### src/rtl/flag_unit_if.sv
// Bundle of EX-stage flag signals between the pipeline and flag_unit.
// The pipeline drives through master; flag_unit uses slave.
interface flag_unit_if #(
    parameter int FLAG_W = 4,
    parameter int CNT_W  = 16
) ();
    logic [FLAG_W-1:0] banderas;
    logic              flag_we;
    logic [3:0]        cond;
    logic              stall;
    logic              flush;
    logic              exc_enter;
    logic              exc_return;
    logic              cond_ok;
    logic [FLAG_W-1:0] flags_q;
    logic              saved_q;
    logic              seq_err;
    logic [CNT_W-1:0]  wcnt;

    modport master (
        output banderas, flag_we, cond, stall, flush, exc_enter, exc_return,
        input  cond_ok, flags_q, saved_q, seq_err, wcnt
    );

    modport slave (
        input  banderas, flag_we, cond, stall, flush, exc_enter, exc_return,
        output cond_ok, flags_q, saved_q, seq_err, wcnt
    );
endinterface

### src/rtl/flag_unit.sv
// NZCV status register, condition evaluator and one-level exception shadow.
// Optional committed-write counter enabled by defining FLAG_WCNT_EN.
module flag_unit #(
    parameter int FLAG_W = 4,
    parameter int CNT_W  = 16
) (
    input  logic       clk,
    input  logic       rst_n,
    flag_unit_if.slave bus
);

    if (FLAG_W != 4) begin : g_flag_w_check
        $error("flag_unit: FLAG_W must be 4 (NZCV)");
    end

    typedef enum logic {
        NORMAL = 1'b0,
        SAVED  = 1'b1
    } state_t;

    function automatic logic cond_pass(input logic [3:0] c, input logic [FLAG_W-1:0] f);
        logic n, z, cf, v;
        n  = f[3];
        z  = f[2];
        cf = f[1];
        v  = f[0];
        case (c)
            4'h0:    cond_pass = z;
            4'h1:    cond_pass = !z;
            4'h2:    cond_pass = cf;
            4'h3:    cond_pass = !cf;
            4'h4:    cond_pass = n;
            4'h5:    cond_pass = !n;
            4'h6:    cond_pass = v;
            4'h7:    cond_pass = !v;
            4'h8:    cond_pass = cf && !z;
            4'h9:    cond_pass = !cf || z;
            4'hA:    cond_pass = (n == v);
            4'hB:    cond_pass = (n != v);
            4'hC:    cond_pass = !z && (n == v);
            4'hD:    cond_pass = z || (n != v);
            4'hE:    cond_pass = 1'b1;
            default: cond_pass = 1'b0;
        endcase
    endfunction

    state_t            state_q, state_d;
    logic [FLAG_W-1:0] flags_q, flags_d;
    logic [FLAG_W-1:0] shadow_q, shadow_d;
    logic              saved_q, saved_d;
    logic              seq_err_q, seq_err_d;

    logic              cond_ok;
    logic              commit;
    logic [FLAG_W-1:0] next_flags;
    logic              enter_ok, ret_ok, illegal;

    always_comb begin
        cond_ok    = cond_pass(bus.cond, flags_q);
        commit     = bus.flag_we && cond_ok && !bus.stall && !bus.flush;
        next_flags = commit ? bus.banderas : flags_q;

        enter_ok = bus.exc_enter  && (state_q == NORMAL);
        ret_ok   = bus.exc_return && (state_q == SAVED);
        illegal  = (bus.exc_enter && (state_q == SAVED)) ||
                   (bus.exc_return && (state_q == NORMAL));

        state_d  = state_q;
        shadow_d = shadow_q;
        flags_d  = next_flags;
        if (enter_ok) begin
            state_d  = SAVED;
            // Shadow captures what flags_q will hold after this edge.
            shadow_d = next_flags;
        end else if (ret_ok) begin
            state_d = NORMAL;
            flags_d = shadow_q;
        end

        saved_d   = (state_d == SAVED);
        seq_err_d = seq_err_q || illegal;
    end

    always_ff @(posedge clk or negedge rst_n) begin
        if (!rst_n) begin
            state_q   <= NORMAL;
            flags_q   <= '0;
            shadow_q  <= '0;
            saved_q   <= 1'b0;
            seq_err_q <= 1'b0;
        end else begin
            state_q   <= state_d;
            flags_q   <= flags_d;
            shadow_q  <= shadow_d;
            saved_q   <= saved_d;
            seq_err_q <= seq_err_d;
        end
    end

`ifdef FLAG_WCNT_EN
    logic [CNT_W-1:0] wcnt_q, wcnt_d;

    always_comb begin
        wcnt_d = wcnt_q;
        if (commit && (wcnt_q != {CNT_W{1'b1}})) begin
            wcnt_d = wcnt_q + {{(CNT_W-1){1'b0}}, 1'b1};
        end
    end

    always_ff @(posedge clk or negedge rst_n) begin
        if (!rst_n) begin
            wcnt_q <= '0;
        end else begin
            wcnt_q <= wcnt_d;
        end
    end

    assign bus.wcnt = wcnt_q;
`else
    assign bus.wcnt = {CNT_W{1'b0}};
`endif

    assign bus.cond_ok = cond_ok;
    assign bus.flags_q = flags_q;
    assign bus.saved_q = saved_q;
    assign bus.seq_err = seq_err_q;

endmodule
### src/flat_wrapper.sv
// flat-port wrapper written by rule: the top's interface ports become plain ports
module flag_unit_flat 
#(
    parameter int FLAG_W = 4,
    parameter int CNT_W  = 16
)
  (clk, rst_n, bus_banderas, bus_flag_we, bus_cond, bus_stall, bus_flush, bus_exc_enter, bus_exc_return, bus_cond_ok, bus_flags_q, bus_saved_q, bus_seq_err, bus_wcnt);
  flag_unit_if #(.FLAG_W(FLAG_W), .CNT_W(CNT_W)) bus_i ();
  input  logic clk;
  input  logic rst_n;
  input wire logic [$bits(bus_i.banderas)-1:0] bus_banderas;
  input wire logic [$bits(bus_i.flag_we)-1:0] bus_flag_we;
  input wire logic [$bits(bus_i.cond)-1:0] bus_cond;
  input wire logic [$bits(bus_i.stall)-1:0] bus_stall;
  input wire logic [$bits(bus_i.flush)-1:0] bus_flush;
  input wire logic [$bits(bus_i.exc_enter)-1:0] bus_exc_enter;
  input wire logic [$bits(bus_i.exc_return)-1:0] bus_exc_return;
  output wire logic [$bits(bus_i.cond_ok)-1:0] bus_cond_ok;
  output wire logic [$bits(bus_i.flags_q)-1:0] bus_flags_q;
  output wire logic [$bits(bus_i.saved_q)-1:0] bus_saved_q;
  output wire logic [$bits(bus_i.seq_err)-1:0] bus_seq_err;
  output wire logic [$bits(bus_i.wcnt)-1:0] bus_wcnt;
  assign bus_i.banderas = bus_banderas;
  assign bus_i.flag_we = bus_flag_we;
  assign bus_i.cond = bus_cond;
  assign bus_i.stall = bus_stall;
  assign bus_i.flush = bus_flush;
  assign bus_i.exc_enter = bus_exc_enter;
  assign bus_i.exc_return = bus_exc_return;
  assign bus_cond_ok = bus_i.cond_ok;
  assign bus_flags_q = bus_i.flags_q;
  assign bus_saved_q = bus_i.saved_q;
  assign bus_seq_err = bus_i.seq_err;
  assign bus_wcnt = bus_i.wcnt;
  flag_unit #(.FLAG_W(FLAG_W), .CNT_W(CNT_W)) u_core (.clk(clk), .rst_n(rst_n), .bus(bus_i));
endmodule
### config.mk
export PLATFORM = sky130hd
export DESIGN_NAME = flag_unit_flat
export DESIGN_NICKNAME = d
export VERILOG_FILES = /design/src/rtl/flag_unit_if.sv /design/src/rtl/flag_unit.sv /design/src/flat_wrapper.sv
export SDC_FILE = /design/constraint.sdc
export NUM_CORES = 1
export LEC_CHECK = 0
export CAP_MARGIN = 20
export CORE_MARGIN = 1.5
export CORE_UTILIZATION = 45
export CTS_CLUSTER_SIZE = 40
export DETAILED_ROUTE_END_ITERATION = 10
export GPL_TIMING_DRIVEN = 0
export PLACE_DENSITY = 0.86
export SETUP_SLACK_MARGIN = 0.2
export SLEW_MARGIN = 20
export SYNTH_ARGS = -nofsm -noshare
export SYNTH_HDL_FRONTEND = slang
export SYNTH_SLANG_ARGS = --single-unit
### constraint.sdc
create_clock -name clk -period 3.8 [get_ports clk]
set_input_delay 0.38 -clock clk [delete_from_list [all_inputs] [get_ports clk]]
set_output_delay 0.38 -clock clk [all_outputs]
set_load 0.01 [all_outputs]
==> impl_metrics.toml <==
[layout]
register_area_um2 = 250
insertedDiodeCount = 0
area_growth_pct = 36.0
finish.instance_area_mm2 = 0.00123
num-nets-final = 171
drive_gt1_frac = 0.174
multi_input_area_um2 = 533
fin_util = 0.642
fillers = 167

[clock_network]
hold_buffers = 0
cts_setup_buffers = 0
clk_pin_slew_worst_paths_ns = 0.07
clock_sinks = 10
htreeDepth = 1
cts_tree = "built"
cts_root_buf = "clkbuf_4"
clk_latency_ns = 0.27
cts_buffers = 3
clockBufferDepth = 2
ctsResizeCount = 0

[global_route]
grt_pass1_vias = 730
grt_overflow_total = 0
grt_max_degree = 11
antenna_found_initial = 0
grt_pass1_wl_um = 2950
grt_usage = 0.187

[sta]
post-route-min-period_ns = 3.00
rsz0062_at_grt = "no"
tns_ns = 0
min_period_over_period = 0.789
finClkSkew_ns = 0.00207
setup_viol = 0
drv_slew = 0
max_clock_freq_mhz = 333
finalHoldViolCount = 0

[setup_path]
crit_required_ns = 3.42
path_class = "input pin to primary output"
crit_family = "buffers and inverters"
crit_buf_inv = 4
start_kind = "input pin"
reg2reg_from = "u_core.bus.flags_q[3]$_DFF_PN0_"
crit_arrival_ns = 2.62
cp-startpoint = "bus_cond[3]"
slowest_delay_ns = 0.60
crit_chain = "clkdlybuf4s50_1, and2b_1, o21ai_0, mux2_4, o2111a_1, buf_6, or2_1, buf_6, clkdlybuf4s50_1"
path_max_fanout = 9
worstSetupEndpointType = "primary output"
cpMaxStageDelayCell = "clkdlybuf4s50_1"

[place]
place_area_mm2 = 0.00120
routabilityCongestion = 0.789
numPortBuffers = 20
place_hpwl_um = 1500

[drt]
drtPass1Iterations = 4
drtAntennaViolNets = 0
vias = 906
wl_met1_um = 768
vias_per_cell = 4.98
routed-wl-met3_um = 135
drtIter0Drc = 19
avgRoutedWirePerCell_um = 10.6
route.met2.wl_um = 1000
top_layer = "met4"
drc = 0
finalWirelength_um = 1930

[floorplan]
core-area_mm2 = 0.00192
io_pins = 38
rows = 16
initial_utilization = 0.472
die_w_um = 47.9
fp.dieArea_mm2 = 0.00229
die_h_um = 47.9

[synthesis]
yosysTopAreaCellShare = 0.276
synth_top_area_cell = "dfrtp_1"
netlist_instances = 116
synth_warnings = 0
ys_ff_latch = 10
syn_area_per_cell_um2 = 7.82
synth.cell_area_um2 = 907
synthTopCellsByArea = "dfrtp_1 (28%), buf_4 (13%), a311o_1 (8.8%), nand2_1 (7.0%), a21oi_1 (6.1%)"
synth.distinct_cells = 30
ys_seq_area_frac = 0.276

[pwr]
ir_drop_uv = 235
p_leak_nw = 0.565
power_density_mw_per_mm2 = 423
design_power_total_w = 0.000522

[status]
status = "complete, no violations"

[min_path]
hp-class = "input pin to asynchronous set/reset pin"

[job]
drv_cap = 0
sequential cells by signal, indices dropped and copies added (netlist names):
register            flops
u_core.state_q          1
u_core.shadow_q         4
u_core.bus.seq_err      1
u_core.bus.flags_q      4
cell usage in the layout, fill, tap and decap left out, types with 2 or more instances in the layout:
cell / netlist / layout
clkdlybuf4s50_1: 0 / 20
nand2_1: 17 / 17
buf_4: 16 / 16
conb_1: 1 / 16
nor2_1: 12 / 12
a21oi_1: 11 / 11
dfrtp_1: 10 / 10
nor3_1: 8 / 8
a311o_1: 8 / 8
buf_6: 4 / 4
nand3_1: 3 / 3
clkbuf_4: 0 / 3
inv_1: 2 / 2
o21ai_0: 2 / 2
xnor2_1: 2 / 2
o211ai_1: 2 / 2
clkbuf_1: 2 / 2
nor2b_1: 2 / 2
Yosys cell counts:
master    instances
clkbuf_1          2
nor3b_1           1
conb_1            1
a311o_1           8
xnor2_1           2
or2_1             1
nor4b_1           1
dfrtp_1          10
nand2_1          17
o2111a_1          1
nor3_1            8
o21a_1            1
a211o_1           1
buf_6             4
and2b_1           1
mux2_4            1
or2b_2            1
o21ai_0           2
nand2b_1          1
nand3b_1          1
xor2_1            1
nor2_1           12
and2b_2           1
buf_4            16
a21oi_1          11
and3_1            1
inv_1             2
o211ai_1          2
nand3_1           3
nor2b_1           2
worst paths after layout:
check                                                   to  slack (ns)  cells after the start
setup / recovery                               bus_cond_ok        0.80                      9
setup reg to reg           u_core.bus.flags_q[0]$_DFF_PN0_        1.66                      9
min in group clk              u_core.bus.seq_err$_DFF_PN0_        0.48                      1
hold / removal              u_core.shadow_q[2]$_DFFE_PN0P_        0.42                      1
hold reg to reg               u_core.bus.seq_err$_DFF_PN0_        0.48                      1
max in group asynchronous  u_core.bus.flags_q[2]$_DFF_PN0_        3.07                      1
power breakdown:
group / switching [W] / internal [W] / leakage [nW]
clock network: 0.0000387 / 0.0000583 / 0.0210
logic: 0.000120 / 0.000140 / 0.446
registers: 0.0000307 / 0.000134 / 0.0976
stage by stage:
step                cells  hold slack [ns]  setup WS, ns
floorplan             131           0.0844          1.70
global placement      178            0.460         0.839
detailed placement    178            0.460         0.806
CTS                   182            0.432         0.797
global route          182            0.454         0.690
finish                182            0.424         0.801
logic make-up (layout without fill, tap and decap cells):
| kind of cell | after synthesis | after routing | synth area share |
|---|---|---|---|
| AOI/OAI and AO/OA | 26 | 26 | 0.207 |
| xor gates and xnor gates | 3 | 3 | 0.0290 |
| buffers and inverters | 24 | 48 | 0.199 |
| DFF | 10 | 10 | 0.276 |
| muxes | 1 | 1 | 0.0165 |
| other | 1 | 16 | 0.00413 |
| and+or+nand+nor | 51 | 51 | 0.269 |
final cells by class:
class,instances,area share
inverters,2,0.00609
plain buffers,22,0.140
well taps,27,0.0274
flip-flops and latches,10,0.203
clock buffers,4,0.0294
repair buffers,20,0.162
multi-input cells,97,0.432
metal layers:
layer | global-route usage | vias up
li1 | - | 453
met1 | 0.213 | 409
met2 | 0.344 | 41
met3 | 0.0226 | 3
met4 | 0.0811 | 0
met5 | 0 | -
Power figures use the tool's default switching activity.
